--- config.mk ---
export PLATFORM = sky130hd
export DESIGN_NAME = uart_tx_arb
export DESIGN_NICKNAME = d
export VERILOG_FILES = /design/src/rtl/uart_tx_arb.sv
export SDC_FILE = /design/constraint.sdc
export NUM_CORES = 1
export LEC_CHECK = 0
export ABC_CLOCK_PERIOD_IN_PS = 1800
export BUFFER_PORTS_ARGS = -buffer_cell sky130_fd_sc_hd__buf_2
export CORE_MARGIN = 3
export CORE_UTILIZATION = 50
export CTS_CLUSTER_DIAMETER = 100
export DETAILED_ROUTE_END_ITERATION = 10
export PLACE_DENSITY = 0.82
export SLEW_MARGIN = 0
export SYNTH_ARGS = -nofsm -noshare
export SYNTH_HDL_FRONTEND = slang
export SYNTH_SLANG_ARGS = --single-unit
--- constraint.sdc ---
create_clock -name clk -period 1.8 [get_ports clk]
set_clock_uncertainty 0.15 [all_clocks]
set_input_delay 0 -clock clk [delete_from_list [all_inputs] [get_ports clk]]
set_output_delay 0 -clock clk [all_outputs]
set_load 0.005 [all_outputs]
--- src/rtl/uart_tx_arb.sv ---
// uart_tx_arb: two-port byte arbiter feeding a single uart_tx.
// Accepts one byte at a time. Each byte is presented on tx_data with a
// one-cycle tx_en start pulse. The arbiter then stays busy for one full
// 10-bit frame plus a guard gap before it accepts the next byte.
// Optional feature macro: UART_TX_ARB_RR_EN selects round-robin arbitration
// on ties. When it is undefined, port 0 has fixed priority.
module uart_tx_arb #(
  parameter int unsigned BAUD_CNT_MAX = 5207,
  parameter int unsigned GUARD_CYCLES = 16
) (
  input  logic       clk,
  input  logic       reset_n,
  input  logic       req0_valid,
  input  logic       req1_valid,
  input  logic [7:0] req0_data,
  input  logic [7:0] req1_data,
  output logic       req0_ready,
  output logic       req1_ready,
  output logic [7:0] tx_data,
  output logic       tx_en,
  output logic       busy,
  output logic       grant_id
);

  // One frame is 10 bit times plus the idle guard gap, counted in clocks.
  localparam int unsigned FRAME_CYCLES = 10 * BAUD_CNT_MAX + GUARD_CYCLES;
  localparam logic [16:0] FRAME_LAST   = 17'(FRAME_CYCLES - 32'd1);

  typedef enum logic [1:0] {
    ST_IDLE = 2'd0,
    ST_SEND = 2'd1,
    ST_WAIT = 2'd2
  } state_e;

  state_e      state_q, state_d;
  logic [16:0] frame_cnt_q, frame_cnt_d;
  logic [7:0]  tx_data_q;
  logic        tx_en_q;
  logic        busy_q;
  logic        grant_q;
  logic        winner_s;
  logic        accept_s;

  // A byte is taken whenever we are idle and anybody is offering one.
  assign accept_s = (state_q == ST_IDLE) && (req0_valid || req1_valid);

`ifdef UART_TX_ARB_RR_EN
  logic last_grant_q;

  // Remember the most recent winner so that contested cycles alternate.
  always_ff @(posedge clk or negedge reset_n) begin
    if (!reset_n) begin
      last_grant_q <= 1'b1;
    end else if (accept_s) begin
      last_grant_q <= winner_s;
    end else begin
      last_grant_q <= last_grant_q;
    end
  end

  // Round-robin pick: on a tie the port that did not win last time goes.
  always_comb begin
    winner_s = 1'b0;
    if (req0_valid && req1_valid) begin
      winner_s = ~last_grant_q;
    end else if (req1_valid) begin
      winner_s = 1'b1;
    end else begin
      winner_s = 1'b0;
    end
  end
`else
  // Fixed priority pick: port 0 wins whenever it is valid.
  always_comb begin
    winner_s = 1'b0;
    if (req0_valid) begin
      winner_s = 1'b0;
    end else if (req1_valid) begin
      winner_s = 1'b1;
    end else begin
      winner_s = 1'b0;
    end
  end
`endif

  // FSM state and frame timer registers.
  always_ff @(posedge clk or negedge reset_n) begin
    if (!reset_n) begin
      state_q     <= ST_IDLE;
      frame_cnt_q <= 17'd0;
    end else begin
      state_q     <= state_d;
      frame_cnt_q <= frame_cnt_d;
    end
  end

  // Next-state logic. WAIT runs exactly FRAME_CYCLES clocks.
  always_comb begin
    state_d     = state_q;
    frame_cnt_d = 17'd0;
    case (state_q)
      ST_IDLE: begin
        if (accept_s) begin
          state_d = ST_SEND;
        end else begin
          state_d = ST_IDLE;
        end
      end
      ST_SEND: begin
        state_d = ST_WAIT;
      end
      ST_WAIT: begin
        frame_cnt_d = frame_cnt_q + 17'd1;
        if (frame_cnt_q == FRAME_LAST) begin
          state_d = ST_IDLE;
        end else begin
          state_d = ST_WAIT;
        end
      end
      default: begin
        state_d = ST_IDLE;
      end
    endcase
  end

  // Ready outputs. These go only to the winner, and only while idle.
  always_comb begin
    req0_ready = 1'b0;
    req1_ready = 1'b0;
    case (state_q)
      ST_IDLE: begin
        req0_ready = req0_valid & ~winner_s;
        req1_ready = req1_valid & winner_s;
      end
      default: begin
        req0_ready = 1'b0;
        req1_ready = 1'b0;
      end
    endcase
  end

  // Capture the accepted byte and winner, and register tx_en and busy.
  always_ff @(posedge clk or negedge reset_n) begin
    if (!reset_n) begin
      tx_data_q <= 8'h00;
      grant_q   <= 1'b0;
      tx_en_q   <= 1'b0;
      busy_q    <= 1'b0;
    end else begin
      tx_en_q <= accept_s;
      busy_q  <= (state_d != ST_IDLE);
      if (accept_s) begin
        tx_data_q <= winner_s ? req1_data : req0_data;
        grant_q   <= winner_s;
      end else begin
        tx_data_q <= tx_data_q;
        grant_q   <= grant_q;
      end
    end
  end

  assign tx_data  = tx_data_q;
  assign tx_en    = tx_en_q;
  assign busy     = busy_q;
  assign grant_id = grant_q;

endmodule

Word level (Yosys, flattened, before mapping)

Index checks and enable logic that the tools add are counted.

Bits in registers: 30
Output and inout port bits: 13
Input port bits: 20

Bitwise gates (word level): 3
Reduce and logical (&&, ||, !) cells: 4
Muxes and demuxes: 9
Eq/ne operators: 3
Add/sub/neg operators: 1

Operator list:

| kind                                                  | count |
|---|---|
| adder 17 x 1 -> 17 bit, second input constant         | 1 |
| equality test 17 x 16 -> 1 bit, second input constant | 1 |
| two-way mux 17 bit                                    | 1 |
| two-way mux 8 bit                                     | 1 |
| one-hot mux 2 bit (3 select lines)                    | 1 |
| two-way mux 1 bit                                     | 5 |
| AND 1 bit                                             | 2 |
| equality test 2 x 1 -> 1 bit, second input constant   | 1 |
| equality test 2 bit, second input constant            | 1 |
| zero test 2 bit                                       | 1 |
| two-way mux 2 bit                                     | 1 |
| nonzero test 2 bit                                    | 1 |
| logical AND 1 bit                                     | 1 |
| logical OR 1 bit                                      | 1 |
| inverter 1 bit                                        | 1 |

Depth between registers and ports, before layout

Word-level depth: 5
Gate-level depth with buffers: 5

Worst setup path after synthesis

Ideal clock, no wire load.

Path type: register to register
Start point: register frame_cnt_q[0]
End point: register frame_cnt_q[10]
Path slack: 0.181 ns
Cell stages (with the launch flop): 5
Buffers on the path: 0
Period minus slack after synthesis: 1.619 ns
Data arrival time: 1.390 ns
Required time: 1.571 ns
Library setup time: 0.079 ns
Cells stage by stage: dfrtp_1 > ha_1 > nand3_2 > or4_1 > a21oi_1

Cells in the longest elaborated chain, start to end: 2

RTL lines:

| what                   | RTL line | text |
|---|---|---|
| from (decl)            | 36       | `logic [16:0] frame_cnt_q, frame_cnt_d;` |
| from (signal assigned) | 93       | `frame_cnt_q <= frame_cnt_d;` |
| adder 17 x 1 -> 17 bit | 113      | `frame_cnt_d = frame_cnt_q + 17'd1;` |
| two-way mux 17 bit     | 101      | `case (state_q)` |
| via frame_cnt_d[10]    | 36       |  |

The timed path passes the listed nets, and every way through them passes these cells.
A chain may end at the register's enable or synchronous reset.

Worst setup path in the final report

Start point: register frame_cnt_q[3]
End point: register state_q[1]

Cells in the longest elaborated chain, start to end: 3

RTL lines:

| what                               | RTL line | text |
|---|---|---|
| equality test 17 x 16 -> 1 bit     | 114      | `if (frame_cnt_q == FRAME_LAST) begin` |
| two-way mux 2 bit                  | 114      |  |
| one-hot mux 2 bit (3 select lines) | 101      |  |
| via state_d[1]                     | 35       | `state_e state_q, state_d;` |
| to (signal assigned)               | 92       | `state_q <= state_d;` |
| to (decl)                          | 35       |  |

The timed path passes the listed nets, and every way through them passes these cells.

==> results.md <==
* Largest net degree at the start of global routing at 31
* Initial detailed-routing violation count at between 100 and 150
* Count of inserted antenna diode cells at 0
* Count of clock tree sinks at 30
* Die area at between 0.003 and 0.004 mm^2
* Ratio of cells with drive above 1 in the final layout at 0.3401
* Final Hold Violating Endpoints at 0
* # port buffers at 32
* Final cell area excluding filler cells at 0.002003 mm^2
* Final Util at 0.7141
* Power Density at approximately 1100 mW/mm^2
* Highest achievable clock rate at ~0.59 GHz
* Setup violation total in the final timing report at 0
* Aggregate negative setup slack at 0 ps
* Floorplan die width at between 60 and 70 um
* Fraction of the cycle the final worst path needs at 0.9383
* Antenna violation net count after detailed routing at 0
* Insertion delay to the later sink of the worst-skew pair at between 300 and 400 ps
* Drt total wl at approximately 3.8 mm
* Number of maximum-capacitance constraint violations at 0
* Critical Path End Type: flip-flop
* Clock transition at the registers of the reported paths at roughly 100 ps
* Post-synth top flop: sky130_fd_sc_hd__dfrtp_1
* Instance count of the mapped netlist at around 140
* Most frequent standard cell in the layout excluding fill and tap cells: sky130_fd_sc_hd__buf_2
* Initial antenna violation count at 0
* Number of buffers on the longest clock path at 2
* Post-synth EDFFs at 0
* Clock tree from TritonCTS: built
* Number of inserted filler cells in the final layout at roughly 190
* Clock Tree Root: sky130_fd_sc_hd__clkbuf_4
* Starting Density at 0.5366
* Pleak at roughly 0.86 nW
* Required @ worst endpoint at between 1500 and 2000 ps
* Slew HR at 0.5656
* Reg2reg end: state_q[1]$_DFF_PN0_
* Half-perimeter wire length after detailed placement at 2.360 mm
* Final Instance Count excl. Fillers at between 200 and 250
* Wirelength per Cell at approximately 17 um
* RSZ-0062 raised after global routing: yes
* Worst Setup Path Type: reg -> reg
* Yosys warning count at 0
* Placement row count at 19
* All-Layer GR Usage at 0.2493
* Commonest cells after routing, fill and taps aside: sky130_fd_sc_hd__buf_2, sky130_fd_sc_hd__dfrtp_1, sky130_fd_sc_hd__dlygate4sd3_1
* Slack of the worst reg-to-reg path at 110 ps
* Net count reported at finish at between 200 and 250
* Sequential share of the synthesized area at 0.4988
* Maximum resistive drop on vdd at about 0.7 mV
* Flops & latches, synth at 30
* Deepest level of the CTS H-tree at 2
* TritonCTS buffer count at 5
* Min Hold Slack at roughly 68 ps
* Transition at the pin with the smallest max-transition slack at roughly 650 ps
* IO Count at 33
* Via count of the routed design at between 1000 and 1500
* Slack of the critical path at approximately 110 ps
* Core Region at about 0.0028 mm^2
* Layer with the highest usage after global routing: met2
* Minimum period implied by the final worst setup slack at about 1700 ps
* Post-DP Area at 0.001713 mm^2
* Async set-reset flop share out of synthesis at 1.000
* Met1 layer usage reported by global route at 0.2890
* Depth of the most critical reg-to-reg path at 3
* Synthesis-to-finish area growth at 33.08%
* Netlist area before placement at ~0.0015 mm^2
* Gpl congestion at about 0.84
* Mean Syn Cell Area at between 10 and 15 um^2
* Library cells used by synthesis at 33
* Synthesized netlist net count at approximately 160
* Post-place setup slack at roughly 76 ps
* Slew Limit Fails at 0
* Overall Power at ~2.1 mW
* CP Max Fanout at 5
* Detailed-router iteration count before antenna repair at 5
* Global routing met2 resource utilization at 0.3969
* Worst reg2reg startpoint: frame_cnt_q[3]$_DFF_PN0_
* Global routing usage on met3 at 0.1085
* Vias in the first global route at ~1400
* Remaining Overflow, GRT at 0
* Outcome: finished, final reports clean
* Global-route wire length before repair at ~6.6 mm
* Cell Count Post-Placement at 200
* Kind of start point of the critical path: flip-flop
* Height of the die at between 60 and 70 um
* Critical Path AT at 1720 ps
* Post-detailed-route via-to-cell ratio at between 5 and 6
* Worst hold path type: in -> async
* Remaining design rule violation count at 0
-- worst max-delay path by stage --
stage / start / end / slack, ps
floorplan: frame_cnt_q[0]$_DFF_PN0_ / frame_cnt_q[10]$_DFF_PN0_ / 180
global placement: frame_cnt_q[1]$_DFF_PN0_ / frame_cnt_q[10]$_DFF_PN0_ / 160
detailed placement: frame_cnt_q[1]$_DFF_PN0_ / frame_cnt_q[10]$_DFF_PN0_ / 80
CTS: frame_cnt_q[1]$_DFF_PN0_ / frame_cnt_q[10]$_DFF_PN0_ / 60
global route: frame_cnt_q[6]$_DFF_PN0_ / frame_cnt_q[11]$_DFF_PN0_ / -40
finish: frame_cnt_q[3]$_DFF_PN0_ / state_q[1]$_DFF_PN0_ / 110
-- synthesized netlist by cell type (all sizes together) (2+ instances only) --
master / instances / area, um^2
a21oi: 5 / 25.02
buf: 2 / 10.01
dfrtp: 30 / 750.7
ha: 2 / 25.02
inv: 8 / 30.03
mux2: 16 / 180.2
mux2i: 6 / 60.06
nand2: 11 / 41.29
nand2b: 6 / 37.54
nand3: 5 / 30.03
nand4: 5 / 46.29
nand4bb: 3 / 33.78
nor2: 6 / 22.52
nor2b: 2 / 12.51
nor4: 6 / 37.54
o21ai: 4 / 20.02
o31ai: 3 / 22.52
or3: 2 / 12.51
or4: 3 / 22.52
xnor2: 2 / 17.52
-- area by class of cell --
type,instances,area [um^2],area share
Clock buffer,6,51.30,0.02561
Clock inverter,2,12.51,0.006246
Inverter,8,30.03,0.01499
Multi-Input combinational cell,96,735.7,0.3673
Sequential cell,30,752.0,0.3754
Tap cell,31,38.79,0.01936
Timing Repair Buffer,55,382.9,0.1911
-- where the power goes --
| part | internal [mW] | switching [mW] |
|---|---|---|
| Combinational | 0.376 | 0.387 |
| Clock | 0.187 | 0.233 |
| Sequential | 0.843 | 0.115 |
| Total | 1.41 | 0.734 |
-- state kept, by name (all words and copies together) (netlist names) --
name         count
frame_cnt_q     17
tx_data          8
state_q          2
busy             1
grant_id         1
tx_en            1
-- logic make-up after synthesis --
kind of cell	share of synthesized area
buffers and inverters	0.02909
adders and majority gates	0.01662
xor gates and xnor gates	0.01746
AOI/OAI and AO/OA	0.06983
DFF	0.4988
and+or+nand+nor	0.2086
muxes	0.1596
-- metal layers --
layer | up-vias | share of wire
li1 | 616 | -
met1 | 637 | 0.38
met2 | 61 | 0.49
met3 | 16 | 0.095
met4 | 0 | 0.031
met5 | - | 0
-- critical path, stage by stage (launching register included) --
cell and delay [ps]:
sky130_fd_sc_hd__dfrtp_1 480, sky130_fd_sc_hd__nand4bb_1 240, sky130_fd_sc_hd__o41ai_1 470, sky130_fd_sc_hd__o21ai_0 200
-- timing repair --
action,4_1_cts,5_1_grt
buffers inserted,0,0
hold buffers,20,0
setup endpoints to repair,0,5
resized for setup,0,6
hold endpoints to repair,41,0
No activity file was read; power rests on OpenSTA's default activity.
